<file path="src/rtl/collision_requester.sv">
// Collision search requester: loads a message, arms the search, polls the search status
// and fetches collision and digest counts over a custom-instruction bus, guarded by a watchdog.
module collision_requester #(
  parameter int unsigned POLL_GAP     = 16,
  parameter int unsigned MAX_POLLS    = 1024,
  parameter int unsigned DONE_TIMEOUT = 256
) (
  input  logic         i_clk,
  input  logic         i_rst_n,
  input  logic         i_go,
  input  logic [511:0] i_message,
  input  logic [4:0]   i_target,
  output logic         o_ci_start,
  output logic [2:0]   o_ci_n,
  output logic [31:0]  o_ci_dataa,
  output logic [31:0]  o_ci_datab,
  input  logic         i_ci_done,
  input  logic [31:0]  i_ci_result,
  output logic         o_busy,
  output logic         o_job_done,
  output logic         o_found,
  output logic [31:0]  o_collision,
  output logic [31:0]  o_digests,
  output logic [1:0]   o_error
);

  localparam logic [2:0] S_IDLE      = 3'd0;
  localparam logic [2:0] S_LOAD      = 3'd1;
  localparam logic [2:0] S_ARM       = 3'd2;
  localparam logic [2:0] S_GAP       = 3'd3;
  localparam logic [2:0] S_POLL      = 3'd4;
  localparam logic [2:0] S_FETCH_RES = 3'd5;
  localparam logic [2:0] S_FETCH_DIG = 3'd6;
  localparam logic [2:0] S_FINISH    = 3'd7;

  localparam logic [15:0] GAP_LAST  = 16'(POLL_GAP - 1);
  localparam logic [15:0] WD_LAST   = 16'(DONE_TIMEOUT - 1);
  localparam logic [31:0] POLL_LAST = 32'(MAX_POLLS - 1);

  logic [2:0]   r_state;
  logic [511:0] r_msg;
  logic [4:0]   r_target;
  logic [2:0]   r_k;
  logic         r_out;
  logic [15:0]  r_gap;
  logic [31:0]  r_polls;
  logic [15:0]  r_wd;

  logic [7:0][63:0] w_pairs;
  logic [63:0]      w_pair;
  logic             w_done;
  logic             w_wd_expired;
  logic             w_issue;
  logic [2:0]       w_n;
  logic [31:0]      w_a;
  logic [31:0]      w_b;

  // Next-transaction operands and handshake qualifiers; pair 0 sits in the top 64 message bits
  always_comb begin
    w_pairs      = r_msg;
    w_pair       = w_pairs[3'd7 - r_k];
    w_done       = r_out & i_ci_done;
    w_wd_expired = r_out & ~i_ci_done & (r_wd == WD_LAST);
    w_issue      = 1'b0;
    w_n          = 3'd3;
    w_a          = 32'd0;
    w_b          = 32'd0;
    case (r_state)
      S_LOAD: begin
        w_issue = ~r_out;
        w_n     = 3'd0;
        w_a     = w_pair[63:32];
        w_b     = w_pair[31:0];
      end
      S_ARM: begin
        w_issue = ~r_out;
        w_n     = 3'd1;
        w_a     = {27'd0, r_target};
      end
      S_GAP:       w_issue = (r_gap == GAP_LAST);
      S_FETCH_RES: begin
        w_issue = ~r_out;
        w_n     = 3'd2;
      end
      S_FETCH_DIG: begin
        w_issue = ~r_out;
        w_n     = 3'd4;
      end
      default:     w_issue = 1'b0;
    endcase
  end

  // Job sequencer, transaction issue/tracking and watchdog
  always_ff @(posedge i_clk or negedge i_rst_n) begin
    if (!i_rst_n) begin
      r_state     <= S_IDLE;
      r_msg       <= 512'd0;
      r_target    <= 5'd0;
      r_k         <= 3'd0;
      r_out       <= 1'b0;
      r_gap       <= 16'd0;
      r_polls     <= 32'd0;
      r_wd        <= 16'd0;
      o_ci_start  <= 1'b0;
      o_ci_n      <= 3'd0;
      o_ci_dataa  <= 32'd0;
      o_ci_datab  <= 32'd0;
      o_busy      <= 1'b0;
      o_job_done  <= 1'b0;
      o_found     <= 1'b0;
      o_collision <= 32'd0;
      o_digests   <= 32'd0;
      o_error     <= 2'b00;
    end else begin
      o_ci_start <= 1'b0;
      o_job_done <= 1'b0;
      if (w_issue) begin
        o_ci_start <= 1'b1;
        o_ci_n     <= w_n;
        o_ci_dataa <= w_a;
        o_ci_datab <= w_b;
        r_out      <= 1'b1;
        r_wd       <= 16'd0;
      end else if (r_out) begin
        if (i_ci_done || w_wd_expired) begin
          r_out <= 1'b0;
          r_wd  <= 16'd0;
        end else begin
          r_wd <= r_wd + 16'd1;
        end
      end
      if (w_wd_expired) begin
        o_error    <= 2'b10;
        o_found    <= 1'b0;
        o_busy     <= 1'b0;
        o_job_done <= 1'b1;
        r_state    <= S_FINISH;
      end else begin
        case (r_state)
          S_IDLE: begin
            if (i_go) begin
              r_msg       <= i_message;
              r_target    <= i_target;
              r_k         <= 3'd0;
              o_found     <= 1'b0;
              o_collision <= 32'd0;
              o_error     <= 2'b00;
              o_busy      <= 1'b1;
              o_ci_start  <= 1'b1;
              o_ci_n      <= 3'd0;
              o_ci_dataa  <= i_message[511:480];
              o_ci_datab  <= i_message[479:448];
              r_out       <= 1'b1;
              r_wd        <= 16'd0;
              r_state     <= S_LOAD;
            end
          end
          S_LOAD: begin
            if (w_done) begin
              if (r_k == 3'd7) r_state <= S_ARM;
              else r_k <= r_k + 3'd1;
            end
          end
          S_ARM: begin
            if (w_done) begin
              r_gap   <= 16'd0;
              r_polls <= 32'd0;
              r_state <= S_GAP;
            end
          end
          // The poll strobe is launched from the last gap cycle so polls are POLL_GAP+1 apart
          S_GAP: begin
            if (r_gap == GAP_LAST) r_state <= S_POLL;
            else r_gap <= r_gap + 16'd1;
          end
          S_POLL: begin
            if (w_done) begin
              if (i_ci_result[0]) begin
                r_state <= S_FETCH_RES;
              end else if (r_polls == POLL_LAST) begin
                r_polls <= r_polls + 32'd1;
                o_error <= 2'b01;
                r_state <= S_FETCH_DIG;
              end else begin
                r_polls <= r_polls + 32'd1;
                r_gap   <= 16'd0;
                r_state <= S_GAP;
              end
            end
          end
          S_FETCH_RES: begin
            if (w_done) begin
              o_collision <= i_ci_result;
              o_found     <= 1'b1;
              r_state     <= S_FETCH_DIG;
            end
          end
          S_FETCH_DIG: begin
            if (w_done) begin
              o_digests  <= i_ci_result;
              o_busy     <= 1'b0;
              o_job_done <= 1'b1;
              r_state    <= S_FINISH;
            end
          end
          S_FINISH: r_state <= S_IDLE;
          default:  r_state <= S_IDLE;
        endcase
      end
    end
  end

endmodule

</file>
<file path="config.mk">
export PLATFORM = sky130hd
export DESIGN_NAME = collision_requester
export DESIGN_NICKNAME = d
export VERILOG_FILES = /design/src/rtl/collision_requester.sv
export SDC_FILE = /design/constraint.sdc
export NUM_CORES = 2
export LEC_CHECK = 0
export ABC_AREA = 1
export CAP_MARGIN = 10
export CORE_AREA = 2 2 271 273
export CTS_BUF_LIST = sky130_fd_sc_hd__clkbuf_2
export CTS_CLUSTER_DIAMETER = 60
export DETAILED_ROUTE_END_ITERATION = 8
export DIE_AREA = 0 0 273 275
export PLACE_DENSITY = 0.79
export RECOVER_POWER = 25
export SYNTH_ARGS = -nofsm -noshare
export SYNTH_HDL_FRONTEND = slang
export SYNTH_SLANG_ARGS = --single-unit
</file>
<file path="constraint.sdc">
create_clock -name i_clk -period 2.6 [get_ports i_clk]
set_clock_uncertainty 0.05 [all_clocks]
set_input_delay 0.26 -clock i_clk [delete_from_list [all_inputs] [get_ports i_clk]]
set_output_delay 0.26 -clock i_clk [all_outputs]
set_load 0.02 [all_outputs]
</file>
==> flow_summary.toml, run 1 <==
[outcome]
status = "aborted with a tool error"
lastStage = "global routing (5_1_grt)"
stop_error = "[ERROR GRT-0116] Global routing finished with congestion. Check the congestion regions in the DRC Viewer."

[placement]
io_buffers = 689
gp_congestion = 0.937
placed_area_um2 = 44100
dp_slack_ns = 0.265
dp_hpwl_um = 88400
dp_cells = 6497

[floorplan]
start_util_pct = 49.5
die-width_um = 273
row_count = 99
dieHeight_um = 275
num_io_pins = 690

[global_route]
grt_pass1_wl_um = 335000
grt_pass1_vias = 52874
track_usage_pct = 60.6
grt_max_degree = 136
grt_overflow = 68

[yosys]
synth_edf_count = 0
synth_area_leaders = "dfrtp_1 (51%), nand2_1 (24%), nor2_1 (6.4%)"
synthMuxAreaShare_pct = 0
yosys.area_share.simple_pct = 34.8
synth_area_um2 = 35800
yosysTopAreaCell = "dfrtp_1"
syn-num-nets = 5565
postSynthCellCount = 5003
synth_xor_area_share_pct = 0.489
yosys_register_bits = 725
synth_compound_area_share_pct = 6.01
synth_top_family_by_area = "simple AND/OR/NAND/NOR gates"
synthFlopType = "dfrtp_1"
synthAdderAreaFrac_pct = 0.315
syn_avg_cell_area_um2 = 7.15
yosysWarnings = 0
yosysUniqueCellTypes = 38
ys_async_sr_fraction_pct = 100
ys_seq_area_share_pct = 50.7
yosysTopAreaCellShare_pct = 50.7

[clock_network]
cts_buffers = 186
cts-root-buf = "clkbuf_2"
htreeDepth = 4
clkSinkCount = 725
clk_path_buf_depth = 3
==> through the flow <==
| step | util, % | TNS, ns |
|---|---|---|
| after global placement | 61.0 | 0 |
| after CTS | 79.1 | -0.00342 |
| after detailed placement | 61.0 | 0 |
| after floorplan | - | 0 |
==> kinds of logic after synthesis <==
kind of cell / after synthesis
and+or+nand+nor: 3172
DFF: 725
buffers and inverters: 652
AOI/OAI and AO/OA: 425
xor gates and xnor gates: 20
adders and majority gates: 9
==> synthesized netlist by cell type, drive strengths merged (9+ instances only) <==
| master | n |
|---|---|
| nand4 | 30 |
| buf | 198 |
| nand2 | 2257 |
| dfrtp | 725 |
| clkbuf | 74 |
| o21ai | 283 |
| nor2 | 620 |
| a21oi | 131 |
| ha | 9 |
| inv | 378 |
| xor2 | 15 |
| nor3 | 13 |
| nand3 | 233 |
==> routing by layer <==
layer	GRT overflow	track usage, %
met1	4	64.1
met2	41	79.3
met3	0	44.4
met4	23	49.5
met5	0	13.7
==> what timing repair did <==
action / in CTS
hold endpoints to repair: 1430
gates resized for setup: 335
endpoints found under the setup margin: 137
setup buffers: 2
hold buffers: 1137
==> run 2, diff against run 1 <==
CORE_AREA = 2 2 323 325   (was 2 2 271 273)
CTS_BUF_LIST = unset   (was sky130_fd_sc_hd__clkbuf_2)
CTS_CLUSTER_DIAMETER = unset   (was 60)
DIE_AREA = 0 0 325 327   (was 0 0 273 275)
PLACE_DENSITY = unset   (was 0.79)
PLACE_DENSITY_LB_ADDON = 0.15   (was unset)
==> flow_summary.toml, run 2 <==
[yosys]
syn-num-nets = 5565
synth_common_cells = "nand2_1 (2,249), dfrtp_1 (725), nor2_1 (606)"
yosysTopAreaCell = "dfrtp_1"
synth_area_um2 = 35800
synth_edf_count = 0
ys_seq_area_share_pct = 50.7
yosysUniqueCellTypes = 38
synthFlopType = "dfrtp_1"
synth_area_leaders = "dfrtp_1 (51%), nand2_1 (24%), nor2_1 (6.4%)"
yosysTopAreaCellShare_pct = 50.7
yosys_register_bits = 725
yosysMostFrequentCell = "nand2_1"
postSynthCellCount = 5003
ys_async_sr_fraction_pct = 100
yosysWarnings = 0
syn_avg_cell_area_um2 = 7.15

[clock_network]
clk_path_buf_depth = 3
htreeDepth = 3
postCtsHoldBufs = 1
clkSinkCount = 725
cts_buffers = 86
postCtsSetupBuffers = 0
cts_resized = 0
clock_latency_ns = 0.66
cts-root-buf = "clkbuf_16"
clkTransAtPathRegs_ns = 0.06
tritoncts = "yes"

[floorplan]
die-width_um = 325
dieHeight_um = 327
start_util_pct = 34.8
core-area_um2 = 103000
num_io_pins = 690
dieArea_um2 = 106000
row_count = 118

[placement]
dp_hpwl_um = 96200
dp_cells = 6941
gp_congestion = 0.915
dp_slack_ns = 0.207
placed_area_um2 = 44800
io_buffers = 689

[timing]
finalSetupTns_ns = 0
fin_crit_sh_pct = 86.4
hold_slack_ns = 0.0827
worst_slew_pin_slew_ns = 1.43
hold_viol = 0
drv_slew = 0
slew_headroom_pct = 4.45
max_freq_mhz = 445
rsz0062_at_grt = "no"
setup_ws_ns = 0.353
period_minus_slack_ns = 2.25
setup_violations = 0

[finish]
area_growth_pct = 33.2
drive_above_1_share_pct = 5.47
largest_register_ffs = 512
design_area_um2 = 47700
layout_common_cells = "nand2_1 (2,248), dfrtp_1 (722), clkdlybuf4s50_1 (688), nor2_1 (603), inv_1 (371)"
largest_register = "r_msg"
layout.cells.most_common = "nand2_1"
nets = 6212
fin_util_pct = 46.3
fin_cells = 7105

[drt]
first_iter_violations = 2657
wl_per_cell_um = 18.7
dr.pass1.iters = 6
ant_nets = 0
vias_per_cell = 4.75
drc = 0
vias = 33724
routed_wl_um = 133000

[worst_setup_path]
crit_arrival_ns = 2.80
cp-start-kind = "register"
cp-end-kind = "register"
reg2reg_slack_ns = 0.35
crit_type = "register to register"
cp_max_fo = 17
worstPathRequired_ns = 3.15

[pwr]
ir_drop_v = 0.000658
p_leak_nw = 23.8
pwr_density_cell_nw_per_um2 = 1120
p_total_mw = 53.3

[outcome]
status = "finished clean"

[global_route]
grt_pass1_vias = 32871
grt_pass1_wl_um = 201000
grt_max_degree = 88
grt_overflow = 0
track_usage_pct = 24.6
antenna_found_initial = 13

[run]
drv_cap = 0

[worst_hold_path]
hold_class = "input pin to register"
run 2: logic make-up (layout without fill, tap and decap cells):
family | Yosys count | after routing | synth area share, %
other cells | 0 | 7 | 0
xor+xnor | 20 | 20 | 0.489
simple gates | 3172 | 3172 | 34.8
compound gates | 425 | 425 | 6.01
buf+inv | 652 | 1367 | 7.70
fa+ha+maj | 9 | 9 | 0.315
flops | 725 | 725 | 50.7
run 2: routing by layer:
| metal | share of wire [%] | vias to the layer above | GRT usage (%) |
|---|---|---|---|
| met5 | 0.0098 | - | 0 |
| met3 | 6.1 | 196 | 3.64 |
| li1 | - | 16593 | - |
| met1 | 46 | 15868 | 35.3 |
| met4 | 3.3 | 2 | 9.12 |
| met2 | 44 | 1065 | 37.6 |
run 2: worst max-delay path, cell delays in order, from the launching register on:
cell     delay (ns)
dfrtp_4        0.59
buf_12         0.21
ha_1           0.20
ha_1           0.17
inv_1          0.10
nand2_1        0.09
o22ai_1        0.12
nand3_1        0.28
nor2_1         0.23
nand2_1        0.08
nand2_1        0.06
run 2: final cells by class:
cell class | count | area [um^2]
fillers | 10466 | 55200
flip-flops and latches | 725 | 18100
multi-input cells | 3626 | 14900
repair buffers | 831 | 8480
clock buffers | 130 | 2570
well taps | 1380 | 1730
inverters | 380 | 1440
clock inverters | 26 | 378
diodes | 7 | 17.5
run 2: worst paths after layout:
| path | from | to | cells past startpoint |
|---|---|---|---|
| max in group asynchronous | i_rst_n | o_ci_datab[12] | 4 |
| min in group asynchronous | i_rst_n | r_msg[280] | 2 |
| min | i_message[344] | r_msg[344] | 3 |
| max | r_k[0] | r_k[1] | 10 |
| min reg2reg | o_digests[28] | o_digests[28] | 2 |
| max reg2reg | r_k[0] | r_k[1] | 10 |
run 2: where the power goes:
| part | internal, mW | total, mW | switching, mW |
|---|---|---|---|
| sequential | 16.0 | 18.4 | 2.41 |
| combinational | 8.30 | 22.1 | 13.8 |
| clock | 7.70 | 12.8 | 5.07 |
| total | 32.0 | 53.3 | 21.3 |
Note: power is estimated with default switching activity, not from simulation.
